## config.mk

```make
export PLATFORM = sky130hd
export DESIGN_NAME = conv_rd_addr_gen
export DESIGN_NICKNAME = d
export VERILOG_FILES = /design/src/rtl/conv_rd_addr_gen.sv
export SDC_FILE = /design/constraint.sdc
export NUM_CORES = 1
export LEC_CHECK = 0
export ABC_AREA = 1
export CAP_MARGIN = 20
export CORE_MARGIN = 8
export CORE_UTILIZATION = 32
export CTS_CLUSTER_SIZE = 20
export DETAILED_ROUTE_END_ITERATION = 16
export PLACE_DENSITY_LB_ADDON = 0.2
export SLEW_MARGIN = 20
export SYNTH_ARGS = -nofsm -noshare
export SYNTH_HDL_FRONTEND = slang
export SYNTH_SLANG_ARGS = --single-unit
```

## constraint.sdc

```tcl
create_clock -name clk -period 4.12 [get_ports clk]
set_input_delay 1.03 -clock clk [delete_from_list [all_inputs] [get_ports clk]]
set_output_delay 1.03 -clock clk [all_outputs]
set_load 0.02 [all_outputs]
```

## src/rtl/conv_rd_addr_gen.sv

```systemverilog
// Read-side address sequencer for the convolution datapath.
// Sweeps the input feature map in sliding-window order and marks window and plane ends.
module conv_rd_addr_gen #(
    parameter int IN_R   = 32,
    parameter int IN_C   = 32,
    parameter int K      = 5,
    parameter int GROUPS = 1,
    parameter int OUT_CH = 4,
    parameter int ADDR_W = 16
) (
    input  logic              clk,
    input  logic              rst,
    input  logic              start,
    input  logic              rd_ready,
    output logic [ADDR_W-1:0] rd_addr,
    output logic              rd_valid,
    output logic              win_last,
    output logic              plane_last,
    output logic              busy,
    output logic              done
);

    localparam int OUT_R = IN_R - K + 1;
    localparam int OUT_C = IN_C - K + 1;
    localparam int PLANE = IN_R * IN_C;

    localparam int KW = (K > 1)      ? $clog2(K)      : 1;
    localparam int GW = (GROUPS > 1) ? $clog2(GROUPS) : 1;
    localparam int CW = (OUT_C > 1)  ? $clog2(OUT_C)  : 1;
    localparam int RW = (OUT_R > 1)  ? $clog2(OUT_R)  : 1;
    localparam int HW = (OUT_CH > 1) ? $clog2(OUT_CH) : 1;

    localparam logic [KW-1:0] K_LAST  = KW'(K - 1);
    localparam logic [GW-1:0] G_LAST  = GW'(GROUPS - 1);
    localparam logic [CW-1:0] OC_LAST = CW'(OUT_C - 1);
    localparam logic [RW-1:0] OR_LAST = RW'(OUT_R - 1);
    localparam logic [HW-1:0] CH_LAST = HW'(OUT_CH - 1);

    localparam logic [ADDR_W-1:0] ROW_STEP = ADDR_W'(IN_C);
    localparam logic [ADDR_W-1:0] GRP_STEP = ADDR_W'(PLANE);

    typedef enum logic [1:0] {
        ST_IDLE,
        ST_RUN,
        ST_DONE
    } state_t;

    state_t state_q, state_d;

    logic [KW-1:0] kx_q, kx_d;
    logic [KW-1:0] ky_q, ky_d;
    logic [GW-1:0] g_q, g_d;
    logic [CW-1:0] oc_q, oc_d;
    logic [RW-1:0] orow_q, orow_d;
    logic [HW-1:0] ch_q, ch_d;

    // Address is the sum of running offsets, so no per-beat multiplier is needed.
    logic [ADDR_W-1:0] ky_off_q, ky_off_d;
    logic [ADDR_W-1:0] grp_off_q, grp_off_d;
    logic [ADDR_W-1:0] row_base_q, row_base_d;

    logic [ADDR_W-1:0] rd_addr_q, rd_addr_d;
    logic              rd_valid_q, rd_valid_d;
    logic              win_last_q, win_last_d;
    logic              plane_last_q, plane_last_d;
    logic              busy_q, busy_d;
    logic              done_q, done_d;

    logic xfer;

    assign xfer = rd_valid_q && rd_ready;

    always_comb begin
        // NOTE: every signal gets a default first so no path leaves it unassigned (no latch).
        state_d    = state_q;
        kx_d       = kx_q;
        ky_d       = ky_q;
        g_d        = g_q;
        oc_d       = oc_q;
        orow_d     = orow_q;
        ch_d       = ch_q;
        ky_off_d   = ky_off_q;
        grp_off_d  = grp_off_q;
        row_base_d = row_base_q;

        unique case (state_q)
            ST_IDLE: begin
                if (start) begin
                    state_d = ST_RUN;
                end
            end
            ST_RUN: begin
                if (xfer) begin
                    if (kx_q != K_LAST) begin
                        kx_d = kx_q + 1'b1;
                    end else begin
                        kx_d = '0;
                        if (ky_q != K_LAST) begin
                            ky_d     = ky_q + 1'b1;
                            ky_off_d = ky_off_q + ROW_STEP;
                        end else begin
                            ky_d     = '0;
                            ky_off_d = '0;
                            if (g_q != G_LAST) begin
                                g_d       = g_q + 1'b1;
                                grp_off_d = grp_off_q + GRP_STEP;
                            end else begin
                                g_d       = '0;
                                grp_off_d = '0;
                                if (oc_q != OC_LAST) begin
                                    oc_d = oc_q + 1'b1;
                                end else begin
                                    oc_d = '0;
                                    if (orow_q != OR_LAST) begin
                                        orow_d     = orow_q + 1'b1;
                                        row_base_d = row_base_q + ROW_STEP;
                                    end else begin
                                        orow_d     = '0;
                                        row_base_d = '0;
                                        if (ch_q != CH_LAST) begin
                                            ch_d = ch_q + 1'b1;
                                        end else begin
                                            // Every counter has wrapped: the sweep is complete.
                                            ch_d    = '0;
                                            state_d = ST_DONE;
                                        end
                                    end
                                end
                            end
                        end
                    end
                end
            end
            ST_DONE: begin
                state_d = ST_IDLE;
            end
            default: begin
                state_d = ST_IDLE;
            end
        endcase

        // Outputs are registered, so they are derived from the next-cycle state and counters.
        rd_valid_d   = (state_d == ST_RUN);
        busy_d       = (state_d == ST_RUN);
        done_d       = (state_d == ST_DONE);
        rd_addr_d    = grp_off_d + row_base_d + ky_off_d + ADDR_W'(oc_d) + ADDR_W'(kx_d);
        win_last_d   = (state_d == ST_RUN) && (kx_d == K_LAST) && (ky_d == K_LAST)
                       && (g_d == G_LAST);
        plane_last_d = win_last_d && (oc_d == OC_LAST) && (orow_d == OR_LAST);
    end

    // NOTE: sequential state uses non-blocking assignments only; every flop is small, so all reset.
    always_ff @(posedge clk or posedge rst) begin
        if (rst) begin
            state_q      <= ST_IDLE;
            kx_q         <= '0;
            ky_q         <= '0;
            g_q          <= '0;
            oc_q         <= '0;
            orow_q       <= '0;
            ch_q         <= '0;
            ky_off_q     <= '0;
            grp_off_q    <= '0;
            row_base_q   <= '0;
            rd_addr_q    <= '0;
            rd_valid_q   <= 1'b0;
            win_last_q   <= 1'b0;
            plane_last_q <= 1'b0;
            busy_q       <= 1'b0;
            done_q       <= 1'b0;
        end else begin
            state_q      <= state_d;
            kx_q         <= kx_d;
            ky_q         <= ky_d;
            g_q          <= g_d;
            oc_q         <= oc_d;
            orow_q       <= orow_d;
            ch_q         <= ch_d;
            ky_off_q     <= ky_off_d;
            grp_off_q    <= grp_off_d;
            row_base_q   <= row_base_d;
            rd_addr_q    <= rd_addr_d;
            rd_valid_q   <= rd_valid_d;
            win_last_q   <= win_last_d;
            plane_last_q <= plane_last_d;
            busy_q       <= busy_d;
            done_q       <= done_d;
        end
    end

    assign rd_addr    = rd_addr_q;
    assign rd_valid   = rd_valid_q;
    assign win_last   = win_last_q;
    assign plane_last = plane_last_q;
    assign busy       = busy_q;
    assign done       = done_q;

endmodule
```

==> impl_metrics.ini, run 1 <==
[finish]
num_antenna_cells = 0
regArea_sq_mm = 0.00223
area_delta_synth_final_pct = 38.4
fin_nets = 809
layout_common_cells = buf_4 (114), nand2_1 (94), inv_1 (93), dfrtp_1 (89)
fillers = 1560
layout_commonest_cell = buf_4
final_core_util = 0.448
multiInputGateArea_sq_mm = 0.00300
stdcell_area_sq_mm = 0.00736
final_layout_size_suffix_gt1_frac = 0.294

[critical_path]
crit_required_ns = 4.36
rr_startpoint = oc_q[0]
cp.arrival_ns = 4.55
cp_slowest_cell = fa_1
cp_num_buf_inv = 4
cp-start-kind = primary input
path_max_fanout = 6
crit_path_frequent_cell = nand3_2
cp_cell_sequence = buf_8 > nand2_4 > nor2_4 > nand2_4 > nor2_8 > inv_4 > nor3_4 > a21oi_4 > fa_2 > fa_1 > fa_1 > inv_1 > ha_2 > fa_2 > buf_6 > nand3_2 > o2111ai_4 > nand4_1 > nand3_2 > nand3_2 > nand2_1
r2r_end = rd_addr[15]
rr_worst_depth = 20
path_depth = 21
critical_path.top_delay_family = adder cells
critPathLaunch = rd_ready
critPathKind = primary input to register
cp-end-kind = register
regToRegSetupSlack_ns = -0.15
cp-endpoint = rd_addr[15]
critPathMaxStageDelay_ns = 0.50

[clock_tree]
clock-root-buffer = clkbuf_16
cts_tree = built
clk_latency_ns = 0.35
htree_num_levels = 3
cts_sinks = 89
numCtsBuffers = 9
path_clk_slew_ns = 0.07
ctsLongestPathBuffers = 2

[timing]
min_period_ns = 4.32
relSlewSlack = 0.710
holdWs_ns = 0.471
setup_ws_ns = -0.197
fin_crit_sh = 1.05
worstMarginPinSlew_ns = 0.430
setup_viol = 8
max_freq_ghz = 0.232
clock_skew_ns = 0.00614
hold_viol = 0
slew_viol_final = 0
finalSetupTns_ns = -1.04
rsz0062_at_grt = yes

[grt]
grtUsageTotal = 0.130
grt_pass1_vias = 4513
overflow = 0
grt_max_degree = 73
antenna_found_initial = 0
grt_pass1_wl_mm = 22.2

[power_and_ir_drop]
pwr-share-comb = 0.603
swShare = 0.396
power.internal_mw = 2.93
powerDensity_mw_per_mm2 = 660
switchingPower_mw = 1.92
clkPwrFrac = 0.158
max-vdd-ir-drop_mv = 0.622
seq_power_share = 0.239
p_leak_nw = 3.88

[synthesis]
yosysWarnings = 0
yosysSeqAreaShare = 0.419
synth_area_leaders = dfrtp_1 (42%), ha_1 (11%), fa_1 (8.3%)
yosys.area.top_type_share = 0.419
synthesis.area_sq_mm = 0.00532
ys.flop_type = dfrtp_1
syn-num-nets = 661
synthArstFlopShare = 1.00
synth_edf_count = 0
postSynthCellCount = 587
avgSynthCellArea_sq_um = 9.06
yosysUniqueCellTypes = 42
synth_largest_area_cell = dfrtp_1
ys_ff_latch = 89

[floorplanning]
start_util = 0.324
die_w_um = 145
core_area_sq_mm = 0.0164
die-area_sq_mm = 0.0210
io-pin-count = 25
rows = 47
die_h_um = 145

[flow_run]
maxCapViolCount = 0

[min_path]
hp-start = grp_off_q[0]
hold_class = register to register

[status]
status = complete, but fails checks
violations = negative setup slack

[routing]
drt_iter0_drc = 158
first_pass_iters = 4
wirelength_mm = 13.0
vias_per_cell = 4.53
remaining_drc_errors = 0
avgRoutedWirePerCell_um = 13.5
ant_nets = 0
via_count = 4346

[placed_design]
hpwl_mm = 10.0
postPlaceCellArea_sq_mm = 0.00675
portBuffers = 24
pre_cts_ws_ns = -1.13
gp_congestion = 0.860
cell type report:
type                       instances  share of cell area
multi-input combinational        386               0.408
sequential                        89               0.303
timing repair buffer             144               0.160
inverter                         105              0.0549
tap                              220              0.0374
clock buffer                       9              0.0306
clock inverter                     6             0.00612
logic make-up (layout without fill, tap and decap cells):
group	Yosys count	count (layout)	share of synthesized area
AOI/OAI and AO/OA	67	67	0.0727
DFF	89	89	0.419
xor gates and xnor gates	14	14	0.0231
buffers and inverters	112	264	0.0814
adders and majority gates	70	70	0.196
and+or+nand+nor	235	235	0.208
how the worst min path moves through the flow:
| stage | endpoint | slack [ns] | cells after the start |
|---|---|---|---|
| 4_1_cts | grp_off_q[0] | 0.47 | 2 |
| 2_1_floorplan | grp_off_q[0] | 0.44 | 2 |
| 3_5_place_dp | grp_off_q[0] | 0.46 | 2 |
| 3_3_place_gp | grp_off_q[0] | 0.46 | 2 |
| 5_1_grt | grp_off_q[0] | 0.51 | 2 |
| 6_report | grp_off_q[0] | 0.47 | 2 |
registers in the layout, summed over array words and instances, names as in the netlist:
signal and flops:
busy 1, ch_q 2, done 1, g_q 1
grp_off_q 16, kx_q 3, ky_off_q 16, ky_q 3
oc_q 5, orow_q 5, plane_last 1, rd_addr 16
row_base_q 16, state_q 2, win_last 1
tightest hold or removal path: stages (launching register included):
cell     delay, ns
dfrtp_1       0.32
nand2_1       0.05
inv_1         0.07
per-layer routing:
layer | global-route usage | vias up | wire, um
met5 | 0 | - | 0
met4 | 0.0421 | 0 | 156
met3 | 0.0258 | 14 | 351
met2 | 0.219 | 33 | 6530
met1 | 0.162 | 2101 | 5950
li1 | - | 2198 | -
cells in the mapped netlist (all sizes together) (2+ instances only):
cell type and instances:
nand2 107, inv 104, dfrtp 89, ha 48, nor2 47, nand3 39
a21oi 24, o21ai 23, fa 22, nor3 16, nand4 13, xor2 10
buf 5, or2 5, a211oi 4, a31oi 4, xnor2 4, and3 3
nor4 3, a21o 2, a41oi 2, clkbuf 2, nor3b 2, o21bai 2
repair_timing:
item,4_1_cts,5_1_grt
endpoints found under the setup margin,14,13
setup buffers,11,5
hold buffers,0,0
pin swaps,33,18
resized for setup,38,21
through the flow:
stage                     power (mW)  instances
final                           4.85        959
after global routing            5.28        959
after CTS                       4.84        956
after detailed placement        3.85        930
after global placement          3.84        930
after floorplan                 2.69        587
power by group through the flow:
stage / Sequential (mW) / Clock [mW] / Combinational (mW)
global route: 1.18 / 0.831 / 3.27
floorplan: 1.26 / 0 / 1.44
CTS: 1.16 / 0.797 / 2.88
global placement: 1.17 / 0 / 2.68
detailed placement: 1.17 / 0 / 2.68
finish: 1.16 / 0.769 / 2.93
No activity file was read; power rests on OpenSTA's default activity.
==> run 2: changes to the inputs <==
--- a/config.mk
+++ b/config.mk
@@ -11,8 +11,7 @@
 export CORE_UTILIZATION = 32
 export CTS_CLUSTER_SIZE = 20
 export DETAILED_ROUTE_END_ITERATION = 16
-export PLACE_DENSITY_LB_ADDON = 0.2
-export SLEW_MARGIN = 20
+export PLACE_DENSITY = 0.54
 export SYNTH_ARGS = -nofsm -noshare
 export SYNTH_HDL_FRONTEND = slang
 export SYNTH_SLANG_ARGS = --single-unit
==> run 2 against run 1 <==
Effect of this change:
- combinational power grew 4%
- cell count grew 0.63%
- the flow still finishes with violations (negative setup slack)
- critical endpoint is now rd_addr[7]
- largest cell class unchanged
- die area is the same
- non-clock buffer count grew 5
- fmax shrank 0.49%
==> impl_metrics.ini, run 2 (synthesis results as in run 1) <==
[finish]
area_delta_synth_final_pct = 39.5
fin_nets = 814
num_antenna_cells = 0
fillers = 1546
final_layout_size_suffix_gt1_frac = 0.297
multiInputGateArea_sq_mm = 0.00300
final_core_util = 0.452
regArea_sq_mm = 0.00223
layout_common_cells = buf_4 (122), nand2_1 (96), inv_1 (93), dfrtp_1 (89)
layout_commonest_cell = buf_4

[critical_path]
cp-end-kind = register
cp-start-kind = primary input
r2r_end = rd_addr[7]
cp-endpoint = rd_addr[7]
crit_required_ns = 4.35
cp.arrival_ns = 4.57
rr_startpoint = kx_q[1]
critPathLaunch = rd_ready
path_max_fanout = 3
rr_worst_depth = 21
critPathKind = primary input to register
regToRegSetupSlack_ns = -0.18

[min_path]
hold_class = register to register
min_path_cells = 2

[grt]
use_met2 = 0.215
overflow = 0
grtUsageTotal = 0.128
use_met3 = 0.0292
grt_max_degree = 39
antenna_found_initial = 0
use_met1 = 0.156
grt_pass1_vias = 4541
busiest_layer = met2
grt_pass1_wl_mm = 21.8

[clock_tree]
clock-root-buffer = clkbuf_16
path_clk_slew_ns = 0.06
cts_tree = built
cts_sinks = 89
clk_latency_ns = 0.35
htree_num_levels = 3
numCtsBuffers = 9
ctsLongestPathBuffers = 2

[floorplanning]
die_w_um = 145
rows = 47
die_h_um = 145
core_area_sq_mm = 0.0164
start_util = 0.324
die-area_sq_mm = 0.0210
io-pin-count = 25

[status]
violations = negative setup slack
status = complete, but fails checks

[routing]
wirelength_mm = 12.9
first_pass_iters = 4
via_count = 4293
remaining_drc_errors = 0
ant_nets = 0
drt_iter0_drc = 207
avgRoutedWirePerCell_um = 13.3
vias_per_cell = 4.45

[timing]
setup_viol = 11
min_period_ns = 4.34
clock_skew_ns = 0.00624
max_freq_ghz = 0.230
slew_viol_final = 0
fin_crit_sh = 1.05
setup_ws_ns = -0.218
hold_viol = 0
relSlewSlack = 0.544
worstMarginPinSlew_ns = 0.684
rsz0062_at_grt = yes

[placed_design]
hpwl_mm = 9.96
pre_cts_ws_ns = -1.11
gp_congestion = 0.878
portBuffers = 24

[power_and_ir_drop]
powerDensity_mw_per_mm2 = 685
p_leak_nw = 3.92
max-vdd-ir-drop_mv = 0.695

[flow_run]
maxCapViolCount = 0
run 2: worst min path at each step:
stage / endpoint / startpoint / slack, ns
floorplan: grp_off_q[0] / grp_off_q[0] / 0.44
global placement: ch_q[1] / ch_q[1] / 0.47
detailed placement: grp_off_q[5] / grp_off_q[5] / 0.48
CTS: grp_off_q[5] / grp_off_q[5] / 0.49
global route: ky_off_q[4] / ky_off_q[4] / 0.52
finish: ky_off_q[4] / ky_off_q[4] / 0.48
run 2: where the power goes:
part	internal [mW]	leakage [nW]	switching (mW)	total, mW
Clock	0.531	0.146	0.350	0.881
Sequential	1.07	1.10	0.0848	1.15
Combinational	1.51	2.67	1.53	3.05
Total	3.11	3.92	1.97	5.08
run 2: critical path, stage by stage:
cell and delay, ns:
buf_8 0.08, nand4_1 0.12, nor2_2 0.18, buf_4 0.13
nand2_1 0.06, nand2_1 0.08, nand2_2 0.07, fa_1 0.49
inv_1 0.05, fa_1 0.48, fa_1 0.50, inv_1 0.04
ha_2 0.19, fa_2 0.41, a31oi_4 0.17, o21ai_2 0.10
buf_4 0.13, buf_4 0.12, xor2_1 0.16
run 2: per-stage QoR:
stage	cells	area, sq um	power, mW	hold WS, ns	TNS (ns)
global route	965	7420	5.50	0.518	-3.25
global placement	932	6750	3.84	0.472	-12.24
floorplan	587	5470	2.69	0.436	-1.91
finish	965	7420	5.08	0.485	-1.48
CTS	951	7190	4.90	0.492	-1.25
detailed placement	932	6750	3.85	0.477	-12.65
run 2: metal layers:
layer / routed length (um) / up-vias
li1: - / 2208
met1: 5880 / 2028
met2: 6450 / 44
met3: 369 / 13
met4: 176 / 0
met5: 0 / -
run 2: timing repair:
item	CTS	global route
pin swaps	24	24
setup endpoints to repair	14	11
buffers inserted	4	14
gates resized for setup	32	26
hold buffers	0	0
run 2: layout make-up:
type,count,area share
clock buffer,11,0.0314
sequential,89,0.300
multi-input combinational,386,0.405
clock inverter,5,0.0108
tap,220,0.0371
timing repair buffer,149,0.161
inverter,105,0.0545
==> run 3: changes to the inputs <==
--- a/config.mk
+++ b/config.mk
@@ -6,9 +6,10 @@
 export NUM_CORES = 1
 export LEC_CHECK = 0
 export ABC_AREA = 1
-export CAP_MARGIN = 20
+export CAP_MARGIN = 0
 export CORE_MARGIN = 8
 export CORE_UTILIZATION = 32
+export CTS_BUF_LIST = sky130_fd_sc_hd__clkbuf_2
 export CTS_CLUSTER_SIZE = 20
 export DETAILED_ROUTE_END_ITERATION = 16
 export PLACE_DENSITY = 0.54
==> run 3 against run 2 <==
Effect of this change:
- the flow still finishes with violations (negative setup slack)
- die area unchanged
- worst setup slack better by 0.12 ns
- sequential power about the same
- utilization down 1.6 points
- global-route usage down 0.073 points
- flip-flop and latch count unchanged
- fmax up 2.8%
- final area down 3.6%
- count of clock-buffer cells in the layout unchanged
- hold slack better by 0.027 ns
- critical endpoint is now rd_addr[14]
- first-iteration DRC count down 8.7%
==> impl_metrics.ini, run 3 (synthesis results as in run 1) <==
[power_and_ir_drop]
clkPwrFrac = 0.114
seq_power_share = 0.251
swShare = 0.411
p_leak_nw = 3.81
power.internal_mw = 2.71
powerDensity_mw_per_mm2 = 644
switchingPower_mw = 1.89
max-vdd-ir-drop_mv = 0.622
pwr-share-comb = 0.635

[grt]
overflow = 0
use_met1 = 0.158
use_met2 = 0.214
grt_pass1_vias = 4506
grt_max_degree = 39
grt_pass1_wl_mm = 21.7
grtUsageTotal = 0.127
use_met3 = 0.0208
antenna_found_initial = 0
busiest_layer = met2

[timing]
clock_skew_ns = 0.0339
fin_crit_sh = 1.02
relSlewSlack = 0.549
slew_viol_final = 0
min_period_ns = 4.22
setup_viol = 5
worstMarginPinSlew_ns = 0.676
setup_ws_ns = -0.100
hold_viol = 0
rsz0062_at_grt = yes
max_freq_ghz = 0.237

[placed_design]
hpwl_mm = 9.96
portBuffers = 24
gp_congestion = 0.878
pre_cts_ws_ns = -1.11

[clock_tree]
path_clk_slew_ns = 0.25
numCtsBuffers = 9
clock-root-buffer = clkbuf_2
ctsLongestPathBuffers = 2
cts_tree = built
htree_num_levels = 3
cts_sinks = 89
clk_latency_ns = 0.61

[critical_path]
path_max_fanout = 7
regToRegSetupSlack_ns = -0.07
rr_startpoint = ky_q[0]
crit_required_ns = 4.64
critPathLaunch = rd_ready
cp-start-kind = primary input
cp.arrival_ns = 4.74
cp-end-kind = register
r2r_end = rd_addr[14]
critPathKind = primary input to register
rr_worst_depth = 21

[floorplanning]
rows = 47
die_w_um = 145
die_h_um = 145
start_util = 0.324
core_area_sq_mm = 0.0164
die-area_sq_mm = 0.0210
io-pin-count = 25

[finish]
multiInputGateArea_sq_mm = 0.00298
regArea_sq_mm = 0.00223
final_core_util = 0.436
layout_common_cells = buf_4 (114), nand2_1 (96), inv_1 (90), dfrtp_1 (89), nor2_1 (40)
fillers = 1588
final_layout_size_suffix_gt1_frac = 0.294
layout_commonest_cell = buf_4
num_antenna_cells = 0
area_delta_synth_final_pct = 34.5
fin_nets = 806

[routing]
via_count = 4268
wirelength_mm = 12.7
first_pass_iters = 4
drt_iter0_drc = 189
ant_nets = 0
avgRoutedWirePerCell_um = 13.3
remaining_drc_errors = 0
vias_per_cell = 4.46

[status]
violations = negative setup slack
status = complete, but fails checks

[min_path]
min_path_cells = 2
min_to = row_base_q[0]
hp-start = row_base_q[0]
hold_class = register to register

[flow_run]
maxCapViolCount = 0
## run 3: cell count changes in the layout (fill, tap and decap cells not counted), moves of 3 or more
cell,previous run,this run
clkbuf_16,9,0
buf_4,122,114
inv_1,93,90
inv_2,8,11
clkbuf_2,0,11
## run 3: power groups by stage
stage               Sequential, mW  Combinational, mW  Clock [mW]
global route                  1.18               3.27       0.575
global placement              1.17               2.67           0
CTS                           1.16               2.84       0.540
floorplan                     1.26               1.44           0
finish                        1.16               2.92       0.525
detailed placement            1.17               2.68           0
## run 3: how the worst max path moves through the flow
stage | slack, ns | cells after the start | endpoint
global placement | -1.08 | 22 | rd_addr[15]
finish | -0.10 | 20 | rd_addr[14]
detailed placement | -1.11 | 20 | rd_addr[15]
CTS | -0.06 | 21 | rd_addr[9]
floorplan | -0.39 | 18 | rd_addr[9]
global route | -0.30 | 21 | rd_addr[14]
## run 3: area by class of cell
class | instances | area share
Clock inverter | 5 | 0.0112
Sequential cell | 89 | 0.311
Inverter | 105 | 0.0561
Clock buffer | 11 | 0.00769
Multi-Input combinational cell | 386 | 0.417
Tap cell | 220 | 0.0385
Timing Repair Buffer | 141 | 0.158
## run 3: critical path, cell delays in order
cell             delay, ns
clkdlybuf4s15_2       0.19
nand2_2               0.07
nor2_4                0.19
nand2_4               0.11
nor2_8                0.15
nand2_4               0.10
nor3b_2               0.20
nand2_1               0.12
nor3_2                0.17
o21ai_0               0.10
a21oi_1               0.22
fa_1                  0.48
ha_1                  0.31
ha_1                  0.29
ha_1                  0.36
nand2_1               0.11
a21oi_1               0.06
a211oi_2              0.21
o21ai_2               0.10
xor2_1                0.15
## run 3: routing by layer
metal  share of wire  wire length (um)
met1            0.47              5960
met2            0.49              6260
met3           0.019               236
met4           0.020               259
met5               0                 0
## run 3: per-stage QoR
stage | instances | hold WS, ns | cell area (sq um) | total power, mW | setup TNS (ns)
2_1_floorplan | 587 | 0.436 | 5470 | 2.69 | -1.91
3_3_place_gp | 932 | 0.472 | 6750 | 3.84 | -12.24
3_5_place_dp | 932 | 0.477 | 6750 | 3.85 | -12.65
4_1_cts | 953 | 0.518 | 7050 | 4.54 | -0.133
5_1_grt | 957 | 0.550 | 7150 | 5.02 | -1.77
6_report | 957 | 0.512 | 7150 | 4.60 | -0.237
## run 3: repair_timing
item,in CTS,in global routing
resized for setup,35,18
endpoints found under the setup margin,11,11
hold buffers,0,0
setup buffers,6,4
pin swaps,25,12
